### src/rtl/panel_input_pkg.sv
// Shared constants, event record and helpers for the panel input conditioner.
package panel_input_pkg;

    localparam int DEBOUNCE_CYCLES_DEFAULT = 1000000;
    localparam int REPEAT_CYCLES_DEFAULT   = 25000000;

    // Event fields are sized for up to 32 buttons / 32 switches and narrowed at the ports
    localparam int PANEL_BTN_IDX_MAX_W = 5;
    localparam int PANEL_SW_MAX_W      = 32;

    typedef struct packed {
        logic [PANEL_BTN_IDX_MAX_W-1:0] btn;
        logic [PANEL_SW_MAX_W-1:0]      sw;
    } panel_evt_t;

    function automatic logic [PANEL_BTN_IDX_MAX_W-1:0] lowest_set(input logic [31:0] v);
        logic [PANEL_BTN_IDX_MAX_W-1:0] idx;
        idx = '0;
        for (int i = 31; i >= 0; i--) begin
            if (v[i]) idx = PANEL_BTN_IDX_MAX_W'(i);
        end
        return idx;
    endfunction

endpackage

### src/rtl/debounce_bit.sv
// One button input: two-flop synchronizer, stability counter, debounced level and rise pulse.
module debounce_bit #(
    parameter int DEBOUNCE_CYCLES = 1000000
) (
    input  logic clk100,
    input  logic reset_n,
    input  logic raw,
    output logic level,
    output logic rise
);

    localparam int CNT_W = $clog2(DEBOUNCE_CYCLES);

    logic             sync_p0;
    logic             sync_p1;
    logic [CNT_W-1:0] cnt;

    always_ff @(posedge clk100 or negedge reset_n) begin
        if (!reset_n) begin
            sync_p0 <= 1'b0;
            sync_p1 <= 1'b0;
        end else begin
            sync_p0 <= raw;
            sync_p1 <= sync_p0;
        end
    end

    // Level follows the synchronized input only after DEBOUNCE_CYCLES consecutive disagreements
    always_ff @(posedge clk100 or negedge reset_n) begin
        if (!reset_n) begin
            cnt   <= '0;
            level <= 1'b0;
            rise  <= 1'b0;
        end else if (sync_p1 == level) begin
            cnt  <= '0;
            rise <= 1'b0;
        end else if (cnt == CNT_W'(DEBOUNCE_CYCLES - 1)) begin
            cnt   <= '0;
            level <= sync_p1;
            rise  <= sync_p1;
        end else begin
            cnt  <= cnt + CNT_W'(1);
            rise <= 1'b0;
        end
    end

endmodule

### src/rtl/panel_input_conditioner.sv
// Debounces panel buttons/switches and turns each press into a single valid/ready event.
// Define PANEL_AUTO_REPEAT_EN to re-pulse btn_press every REPEAT_CYCLES while a button is held.
module panel_input_conditioner
    import panel_input_pkg::*;
#(
    parameter int NUM_BTN         = 5,
    parameter int SW_W            = 24,
    parameter int DEBOUNCE_CYCLES = DEBOUNCE_CYCLES_DEFAULT,
    parameter int REPEAT_CYCLES   = REPEAT_CYCLES_DEFAULT
) (
    input  logic                       clk100,
    input  logic                       reset_n,
    input  logic [NUM_BTN-1:0]         btn,
    input  logic [SW_W-1:0]            sw,
    output logic [NUM_BTN-1:0]         btn_level,
    output logic [NUM_BTN-1:0]         btn_press,
    output logic [SW_W-1:0]            sw_stable,
    output logic                       evt_valid,
    input  logic                       evt_ready,
    output logic [$clog2(NUM_BTN)-1:0] evt_btn,
    output logic [SW_W-1:0]            evt_sw,
    output logic                       evt_overflow
);

    localparam int CNT_W     = $clog2(DEBOUNCE_CYCLES);
    localparam int BTN_IDX_W = $clog2(NUM_BTN);

    if (DEBOUNCE_CYCLES < 2 || REPEAT_CYCLES < 1) begin : g_bad_params
        $error("panel_input_conditioner: DEBOUNCE_CYCLES must be >= 2 and REPEAT_CYCLES >= 1");
    end

    logic [NUM_BTN-1:0] btn_rise;

    for (genvar i = 0; i < NUM_BTN; i++) begin : g_btn
        debounce_bit #(
            .DEBOUNCE_CYCLES(DEBOUNCE_CYCLES)
        ) u_debounce (
            .clk100  (clk100),
            .reset_n (reset_n),
            .raw     (btn[i]),
            .level   (btn_level[i]),
            .rise    (btn_rise[i])
        );
    end

`ifdef PANEL_AUTO_REPEAT_EN
    localparam int REP_W = $clog2(REPEAT_CYCLES + 1);

    logic [REP_W-1:0]   rep_cnt [NUM_BTN];
    logic [NUM_BTN-1:0] rep_pulse;

    // rep_cnt counts cycles since the last visible pulse; it restarts at 1 on each pulse
    always_ff @(posedge clk100 or negedge reset_n) begin
        if (!reset_n) begin
            for (int i = 0; i < NUM_BTN; i++) rep_cnt[i] <= '0;
            rep_pulse <= '0;
        end else begin
            for (int i = 0; i < NUM_BTN; i++) begin
                if (!btn_level[i]) begin
                    rep_cnt[i]   <= '0;
                    rep_pulse[i] <= 1'b0;
                end else begin
                    rep_pulse[i] <= !btn_press[i] && (rep_cnt[i] == REP_W'(REPEAT_CYCLES - 1));
                    rep_cnt[i]   <= btn_press[i] ? REP_W'(1) : rep_cnt[i] + REP_W'(1);
                end
            end
        end
    end

    assign btn_press = btn_rise | (rep_pulse & btn_level);
`else
    assign btn_press = btn_rise;
`endif

    // Switch vector: synchronizer, then one shared counter so the whole group loads at once
    logic [SW_W-1:0]  sw_p0;
    logic [SW_W-1:0]  sw_p1;
    logic [CNT_W-1:0] sw_cnt;

    always_ff @(posedge clk100 or negedge reset_n) begin
        if (!reset_n) begin
            sw_p0     <= '0;
            sw_p1     <= '0;
            sw_cnt    <= '0;
            sw_stable <= '0;
        end else begin
            sw_p0 <= sw;
            sw_p1 <= sw_p0;
            if (sw_p1 == sw_stable || sw_p1 != sw_p0) begin
                sw_cnt <= '0;
            end else if (sw_cnt == CNT_W'(DEBOUNCE_CYCLES - 1)) begin
                sw_cnt    <= '0;
                sw_stable <= sw_p1;
            end else begin
                sw_cnt <= sw_cnt + CNT_W'(1);
            end
        end
    end

    // Single-entry event register
    panel_evt_t evt_q;
    logic       any_press;
    logic       multi_press;
    logic       evt_load;

    assign any_press   = |btn_press;
    assign multi_press = |(btn_press & (btn_press - NUM_BTN'(1)));
    assign evt_load    = any_press && (!evt_valid || evt_ready);

    always_ff @(posedge clk100 or negedge reset_n) begin
        if (!reset_n) begin
            evt_q        <= '0;
            evt_valid    <= 1'b0;
            evt_overflow <= 1'b0;
        end else begin
            if (evt_load) begin
                evt_q.btn <= lowest_set(32'(btn_press));
                evt_q.sw  <= PANEL_SW_MAX_W'(sw_stable);
                evt_valid <= 1'b1;
            end else if (evt_valid && evt_ready) begin
                evt_valid <= 1'b0;
            end
            if (any_press && (!evt_load || multi_press)) evt_overflow <= 1'b1;
        end
    end

    assign evt_btn = BTN_IDX_W'(evt_q.btn);
    assign evt_sw  = SW_W'(evt_q.sw);

endmodule

### config.mk
export PLATFORM = sky130hd
export DESIGN_NAME = panel_input_conditioner
export DESIGN_NICKNAME = d
export VERILOG_FILES = /design/src/rtl/panel_input_pkg.sv /design/src/rtl/debounce_bit.sv /design/src/rtl/panel_input_conditioner.sv
export SDC_FILE = /design/constraint.sdc
export NUM_CORES = 1
export LEC_CHECK = 0
export CAP_MARGIN = 30
export CORE_AREA = 3 3 149 151
export CTS_CLUSTER_DIAMETER = 60
export DETAILED_ROUTE_END_ITERATION = 8
export DIE_AREA = 0 0 152 154
export PLACE_DENSITY_LB_ADDON = 0.3
export SLEW_MARGIN = 20
export SYNTH_ARGS = -nofsm -noshare
export SYNTH_HDL_FRONTEND = slang
export SYNTH_SLANG_ARGS = --single-unit
### constraint.sdc
create_clock -name clk100 -period 2.2 [get_ports clk100]
set_input_delay 0.44 -clock clk100 [delete_from_list [all_inputs] [get_ports clk100]]
set_output_delay 0.44 -clock clk100 [all_outputs]
set_load 0.01 [all_outputs]
==> metrics.yaml, run 1 <==
syn_avg_cell_area_um2: 11.9
dieArea_um2: 23400
post_cts_buffers: 0
synth_nets: 911
num_rows: 53
drive_above_1_share_pct: 14.7
cts.path.max_buffers: 3
first_iter_violations: 307
synthMuxAreaShare_pct: 6.45
drcViolationCount: 0
hold_violations: 0
p_per_area_nw_per_um2: 734
drt_wl_total_mm: 20.5
outcome: "completed"
synth_cell_types: 54
period_minus_slack_ns: 2.10
ys_ff_latch: 241
synth_compound_area_share_pct: 0.889
yosysTopAreaCell: "dfrtp_1"
max-slew-margin-rel_pct: 58.8
grt_pass1_wl_mm: 34.7
skew_ns: 0.00990
grt_pass1_vias: 6804
antenna_found_initial: 0
synthArstFlopShare_pct: 100
clock-root-buffer: "clkbuf_16"
synth-edff-count: 0
route.met2.wl_mm: 9.56
place_hpwl_mm: 14.1
netlist_instances: 873
synth_top_family_by_area: "simple AND/OR/NAND/NOR gates"
tightest_slew_ns: 0.618
io_buffers: 94
wl_per_cell_um: 15.8
worst_skew_pair.late_latency_ns: 0.52
fmax_mhz: 476
first_pass_iters: 4
stdcell_count: 1296
die_w_um: 152
critPathMaxFanout: 4
final_common_cell: "dfrtp_1"
yosys_warnings: 0
netlist_area_um2: 10400
placed_area_um2: 11900
antenna_left: 0
synth_top_area_share_pct: 57.9
io_pins: 95
fin_area_um2: 12800
syn_to_final_growth_pct: 22.6
highest_layer: "met4"
cts_tree: "yes"
min_path_type: "reg2reg"
track_usage_pct: 17.8
die_h_um: 154
ir_drop_mv: 0.621
fin_crit_sh_pct: 95.6
wl_met3_um: 991
synth_flop_cell: "dfrtp_1"
grt.overflow.total: 0
layout_setup_ws_ns: 0.0974
synth-adder-area-share_pct: 0.817
clkTransAtPathRegs_ns: 0.06
antenna_cells: 0
finalMaxSlewViolations: 0
required_ns: 1.76
pre_cts_ws_ns: 0.0432
rsz0062_at_grt: "yes"
num_vias: 6725
gp_congestion: 0.806
vias_per_cell: 5.19
crit_path_end_kind: "primary output"
grt_max_degree: 81
synth_top_cells_by_area: "dfrtp_1 (58%), xor2_1 (6.9%), xnor2_1 (6.5%)"
synth_simple_gate_area_share_pct: 18.6
max-cap-violations: 0
cp.arrival_ns: 1.66
start_util_pct: 49.7
post-place-cells: 1247
core_area_um2: 21000
cts_sinks: 241
htreeDepth: 1
synth_xor_area_share_pct: 13.4
fin_nets: 1040
numCtsBuffers: 27
mostFrequentLayoutCells: "dfrtp_1 (241), nor2_1 (120), clkdlybuf4s50_1 (93)"
ys_seq_area_share_pct: 57.9
startpoint_type: "flip-flop"
setup_violations: 0
p_leak_nw: 5.65
path_class: "reg2out"
wl_met1_mm: 9.69
-- registers in the layout (all words and copies together), names as in the netlist --
register and cells:
g_btn.u_debounce.cnt 100, evt_valid 1, g_btn.u_debounce.rise 5, g_btn.u_debounce.sync_p1 5, sw_stable 24, evt_btn 3
sw_p0 24, g_btn.u_debounce.sync_p0 5, evt_overflow 1, sw_cnt 20, evt_sw 24, g_btn.u_debounce.level 5
sw_p1 24
-- path summary, 6_finish.rpt --
kind                            slack (ns)  cells after the start                                   from                                     to
worst max register to register        0.11                      6                    sw_p1[13]$_DFF_PN0_               sw_stable[2]$_DFFE_PN0P_
worst min-delay path                  0.35                      0  g_btn[4].u_debounce.sync_p0$_DFF_PN0_  g_btn[4].u_debounce.sync_p1$_DFF_PN0_
worst min register to register        0.35                      0  g_btn[4].u_debounce.sync_p0$_DFF_PN0_  g_btn[4].u_debounce.sync_p1$_DFF_PN0_
min in group asynchronous             0.50                      2                                reset_n                 evt_sw[17]$_DFFE_PN0P_
max in group asynchronous             0.97                      3                                reset_n  g_btn[4].u_debounce.cnt[11]$_DFF_PN0_
worst max-delay path                   0.1                      2     g_btn[0].u_debounce.rise$_DFF_PN0_                           btn_press[0]
-- stage by stage --
step | hold WS, ns | total power (W) | setup TNS [ns] | util (%)
global placement | 0.334 | 0.00499 | 0 | 56.6
global route | 0.333 | 0.00975 | -0.0116 | 60.9
detailed placement | 0.336 | 0.00499 | 0 | 56.6
CTS | 0.335 | 0.00951 | 0 | 60.9
floorplan | 0.144 | 0.00477 | 0 | -
finish | 0.348 | 0.00937 | 0 | 60.9
-- cells by family (layout without fill, tap and decap cells) --
logic type / after synthesis / in the layout
buffers and inverters: 36 / 184
XOR/XNOR: 159 / 159
flip-flops: 241 / 241
adder cells (fa/ha/maj): 7 / 7
AO/OA/AOI/OAI: 15 / 15
AND/OR/NAND/NOR: 362 / 362
multiplexers: 53 / 53
-- synthesized netlist by cell type (all sizes together), types with 7 or more instances --
cell type / n
nor4: 23
nor2: 120
and4: 10
mux2: 53
dfrtp: 241
nand3: 47
nand4: 30
xnor2: 77
buf: 21
and3: 21
inv: 10
and2: 7
nand2: 42
xor2: 82
nor3: 33
-- report_power, final --
group	internal, W	switching (W)	total, W
Sequential	0.00451	0.0000735	0.00458
Clock	0.00270	0.00177	0.00447
Combinational	0.000137	0.000181	0.000318
-- layout make-up --
cell class / count / area [µm²]
Clock buffer: 36 / 769
Multi-Input combinational cell: 596 / 4200
Tap cell: 275 / 344
Clock inverter: 12 / 131
Fill cell: 1715 / 8190
Sequential cell: 241 / 6030
Inverter: 10 / 37.5
Timing Repair Buffer: 126 / 1250
-- metal layers --
layer | track usage, % | up-vias
met1 | 25.3 | 3320
met4 | 3.94 | 0
li1 | - | 3248
met3 | 3.66 | 21
met5 | 0 | -
met2 | 28.4 | 136
-- worst max-delay path, stage by stage, from the launching register on --
cell,delay [ns]
dfrtp_1,0.43
buf_4,0.18
clkdlybuf4s50_1,0.54
-- what timing repair did --
item | in CTS | in global routing
endpoints found under the hold margin | 74 | 0
hold buffers | 1 | 0
resized for setup | 0 | 1
endpoints found under the setup margin | 0 | 14
Power figures use the tool's default switching activity.
==> run 2, diff against run 1 <==
- clock period: 2.2 -> 2.12 ns (I/O delays scaled with it)
==> metrics.yaml, run 2 (same netlist as run 1, synthesis figures left out) <==
cts.path.max_buffers: 3
rsz0062_at_grt: "yes"
path_delay_family: "simple AND/OR/NAND/NOR gates"
min_path_type: "reg2reg"
drcViolationCount: 0
num_rows: 53
met1_usage_pct: 25.7
htreeDepth: 1
worst_skew_pair.late_latency_ns: 0.51
place_hpwl_mm: 14.0
wl_per_cell_um: 15.7
mostFrequentLayoutCells: "dfrtp_1 (241), nor2_1 (120), clkdlybuf4s50_1 (93)"
gp_congestion: 0.783
start_util_pct: 49.7
min_from: "g_btn[3].u_debounce.sync_p0$_DFF_PN0_"
worst_path_max_delay_cell: "dfrtp_1"
p_per_area_nw_per_um2: 725
tightest_slew_ns: 0.549
grt.met3_usage_pct: 2.67
use_met2_pct: 28.6
combPwrFrac_pct: 3.7
outcome: "completed"
skew_ns: 0.0114
vias_per_cell: 5.16
grt.overflow.total: 0
fmax_mhz: 481
die_w_um: 152
path_class: "reg2reg"
seq_power_share_pct: 51.1
critPathMaxFanout: 10
clock_power_share_pct: 45.2
num_vias: 6722
hold_slack_ns: 0.348
ir_drop_mv: 0.582
final_common_cell: "dfrtp_1"
gr-max-usage-layer: "met2"
antenna_found_initial: 0
largest_register_ffs: 100
grt_pass1_wl_mm: 35.0
crit_start: "sw_p1[11]$_DFF_PN0_"
die_h_um: 154
max-slew-margin-rel_pct: 63.4
clkTransAtPathRegs_ns: 0.06
track_usage_pct: 17.7
startpoint_type: "flip-flop"
layout_setup_ws_ns: 0.0423
fin_crit_sh_pct: 98.0
dieArea_um2: 23400
cts_sinks: 241
min_to: "g_btn[3].u_debounce.sync_p1$_DFF_PN0_"
p_switching_w: 0.00198
drive_above_1_share_pct: 14.9
first_pass_iters: 6
setup_violations: 0
numCtsBuffers: 25
max_stage_delay_ns: 0.41
crit_path_end_kind: "flip-flop"
r2r-end: "sw_stable[20]$_DFFE_PN0P_"
antenna_cells: 0
antenna_left: 0
switching_share_pct: 21.3
grt_max_degree: 66
largest_register: "g_btn.u_debounce.cnt"
fill_cells: 1710
core_area_um2: 21000
drt_wl_total_mm: 20.5
min_path_cells: 0
reg2reg_depth: 6
io_buffers: 94
syn_to_final_growth_pct: 23.2
io_pins: 95
period_minus_slack_ns: 2.08
crit_chain: "xor2_1, nor4_2, nand4_1, o211ai_4, clkbuf_16, mux2_4"
finalMaxSlewViolations: 0
rr_startpoint: "sw_p1[11]$_DFF_PN0_"
first_iter_violations: 287
cts_tree: "yes"
hold_violations: 0
pre_cts_ws_ns: 0.0107
required_ns: 2.51
clock-root-buffer: "clkbuf_16"
fin_nets: 1048
max-cap-violations: 0
power.internal_w: 0.00732
grt_pass1_vias: 6886
critical_path_buf_inv_count: 1
cp.arrival_ns: 2.47
p_leak_nw: 5.69
reg2reg_slack_ns: 0.04
[run 2: power groups by stage]
| stage | registers, W | logic, W | clock network [W] |
|---|---|---|---|
| 2_1_floorplan | 0.00482 | 0.000132 | 0 |
| 3_3_place_gp | 0.00484 | 0.000353 | 0 |
| 3_5_place_dp | 0.00484 | 0.000354 | 0 |
| 4_1_cts | 0.00476 | 0.000358 | 0.00432 |
| 5_1_grt | 0.00477 | 0.000392 | 0.00451 |
| 6_report | 0.00476 | 0.000345 | 0.00420 |
[run 2: final cells by class]
type / count / area [µm²] / share of cell area (%)
Clock buffer: 40 / 772 / 6.02
Clock inverter: 4 / 28.8 / 0.224
Inverter: 10 / 37.5 / 0.292
Multi-Input combinational cell: 596 / 4210 / 32.8
Sequential cell: 241 / 6030 / 47.0
Tap cell: 275 / 344 / 2.68
Timing Repair Buffer: 136 / 1410 / 11.0
[run 2: how the worst max path moves through the flow]
| stage | to | depth (start not counted) |
|---|---|---|
| floorplan | sw_stable[10]$_DFFE_PN0P_ | 6 |
| finish | sw_stable[20]$_DFFE_PN0P_ | 6 |
| global route | sw_stable[5]$_DFFE_PN0P_ | 6 |
| global placement | sw_stable[0]$_DFFE_PN0P_ | 6 |
| CTS | sw_stable[23]$_DFFE_PN0P_ | 6 |
| detailed placement | sw_stable[23]$_DFFE_PN0P_ | 6 |
[run 2: layer usage]
metal,vias to the layer above,wire length (µm)
li1,3257,-
met1,3315,9870
met2,120,9540
met3,30,707
met4,0,381
met5,-,0
[run 2: repair_timing]
item,CTS,global route
buffers inserted,1,0
pin swaps,2,0
hold buffers,1,0
endpoints found under the setup margin,3,20
gates cloned,0,1
gates resized for setup,0,4
endpoints found under the hold margin,57,0
[run 2: stage by stage]
stage / util (%) / instances / area (µm²) / power (W) / TNS (ns)
after floorplan: - / 873 / 10400 / 0.00495 / 0
after global placement: 57.1 / 1255 / 12000 / 0.00519 / 0
after detailed placement: 57.1 / 1255 / 12000 / 0.00519 / 0
after CTS: 61.1 / 1301 / 12800 / 0.00943 / 0
after global routing: 61.2 / 1302 / 12800 / 0.00967 / -0.886
final: 61.2 / 1302 / 12800 / 0.00931 / 0
[run 2: worst reg2reg max path, cell delays in order (launching register included)]
cell       delay (ns)
dfrtp_1          0.41
xor2_1           0.16
nor4_2           0.31
nand4_1          0.24
o211ai_4         0.31
clkbuf_16        0.23
mux2_4           0.30
==> run 3, diff against run 2 <==
- SKIP_LAST_GASP: not set -> 1
==> metrics.yaml, run 3 (same netlist as run 1, synthesis figures left out) <==
outcome: "completed"
period_minus_slack_ns: 2.11
post-place-cells: 1255
syn_to_final_growth_pct: 24.1
die_h_um: 154
min_from: "g_btn[0].u_debounce.sync_p0$_DFF_PN0_"
min_path_cells: 0
drcViolationCount: 0
first_iter_violations: 298
core_area_um2: 21000
cts_sinks: 241
critical_path_buf_inv_count: 2
setup_violations: 0
rsz0062_at_grt: "yes"
worst_path_max_delay_cell: "dfrtp_1"
grt.overflow.total: 0
grt_max_degree: 66
num_vias: 6784
hold_slack_ns: 0.348
finalMaxSlewViolations: 0
antenna_left: 0
rr_startpoint: "sw_stable[17]$_DFFE_PN0P_"
gp_congestion: 0.783
skew_ns: 0.0111
die_w_um: 152
max_stage_delay_ns: 0.40
antenna_found_initial: 0
r2r-end: "sw_stable[22]$_DFFE_PN0P_"
fill_cells: 1685
dieArea_um2: 23400
track_usage_pct: 17.7
largest_register: "g_btn.u_debounce.cnt"
fmax_mhz: 473
p_leak_nw: 5.75
fin_nets: 1055
path_class: "reg2reg"
fin_crit_sh_pct: 99.7
p_per_area_nw_per_um2: 721
final_common_cell: "dfrtp_1"
clkTransAtPathRegs_ns: 0.06
cts_tree: "yes"
first_pass_iters: 4
hold_violations: 0
min_path_type: "reg2reg"
final.setup.tns_ns: 0
crit_path_end_kind: "flip-flop"
io_pins: 95
cp.arrival_ns: 2.50
reg2reg_depth: 7
io_buffers: 94
worst_skew_pair.late_latency_ns: 0.51
clock-root-buffer: "clkbuf_16"
min_to: "g_btn[0].u_debounce.sync_p1$_DFF_PN0_"
max-cap-violations: 0
ir_drop_mv: 0.582
reg2reg_slack_ns: 0.007
drive_above_1_share_pct: 15.5
drt_wl_total_mm: 20.8
vias_per_cell: 5.18
stdcell_count: 1309
wl_per_cell_um: 15.9
tightest_slew_ns: 0.547
start_util_pct: 49.7
cts.path.max_buffers: 3
crit_chain: "xor2_1, nor4_2, nand4_1, o211ai_4, buf_12, clkbuf_16, mux2_4"
path_delay_family: "simple AND/OR/NAND/NOR gates"
num_rows: 53
largest_register_ffs: 100
critPathMaxFanout: 5
htreeDepth: 1
startpoint_type: "flip-flop"
grt_pass1_wl_mm: 35.0
grt_pass1_vias: 6884
numCtsBuffers: 25
max-slew-margin-rel_pct: 63.5
required_ns: 2.51
mostFrequentLayoutCells: "dfrtp_1 (241), nor2_1 (120), clkdlybuf4s50_1 (93)"
place_hpwl_mm: 14.0
antenna_cells: 0
==> run 3: cell types whose count changed in the layout (fill, tap and decap cells not counted) <==
cell	delta
clkbuf_16	+2
mux2_4	-4
buf_4	+2
buf_6	+3
nor4_4	+1
nor4_2	-1
mux2_2	+4
==> run 3: final cells by class <==
cell class              count  area, µm²  area share, %
clock buffers              40        772           5.97
clock inverters             4       28.8          0.223
inverters                  10       37.5          0.290
multi-input cells         596       4210           32.6
flip-flops and latches    241       6030           46.7
well taps                 275        344           2.66
repair buffers            143       1510           11.6
==> run 3: how the worst max path moves through the flow <==
stage                               from                        end  slack, ns  cells after the start
2_1_floorplan  sw_stable[11]$_DFFE_PN0P_  sw_stable[10]$_DFFE_PN0P_       0.15                      6
4_1_cts        sw_stable[11]$_DFFE_PN0P_  sw_stable[23]$_DFFE_PN0P_     -0.006                      6
3_3_place_gp         sw_p1[11]$_DFF_PN0_   sw_stable[0]$_DFFE_PN0P_       0.07                      6
6_report       sw_stable[17]$_DFFE_PN0P_  sw_stable[22]$_DFFE_PN0P_      0.007                      7
5_1_grt        sw_stable[17]$_DFFE_PN0P_  sw_stable[23]$_DFFE_PN0P_      -0.08                      7
3_5_place_dp   sw_stable[11]$_DFFE_PN0P_  sw_stable[23]$_DFFE_PN0P_       0.01                      6
==> run 3: per-stage QoR <==
| step | total power, W | utilization [%] | setup WS, ns | cell area [µm²] |
|---|---|---|---|---|
| finish | 0.00931 | 61.7 | 0.00711 | 12900 |
| global route | 0.00968 | 61.7 | -0.0807 | 12900 |
| CTS | 0.00943 | 61.1 | -0.00553 | 12800 |
| detailed placement | 0.00519 | 57.1 | 0.0107 | 12000 |
| global placement | 0.00519 | 57.1 | 0.0730 | 12000 |
| floorplan | 0.00495 | - | 0.153 | 10400 |
==> run 3: power by group <==
| part | internal (W) | total (W) | switching, W |
|---|---|---|---|
| clock network | 0.00249 | 0.00421 | 0.00172 |
| logic | 0.000159 | 0.000350 | 0.000191 |
| registers | 0.00468 | 0.00476 | 0.0000776 |
| total | 0.00732 | 0.00931 | 0.00199 |
==> run 3: metal layers <==
| metal | track usage, % | wire [µm] |
|---|---|---|
| met1 | 25.7 | 10000 |
| met2 | 28.6 | 9690 |
| met3 | 2.67 | 719 |
| met4 | 4.02 | 387 |
| met5 | 0 | 0 |
==> run 3: timing repair <==
item,4_1_cts,5_1_grt
pin swaps,1,4
setup endpoints to repair,3,25
hold endpoints to repair,57,0
gates resized for setup,0,3
gates cloned,0,4
hold buffers,1,0
buffers inserted,1,4
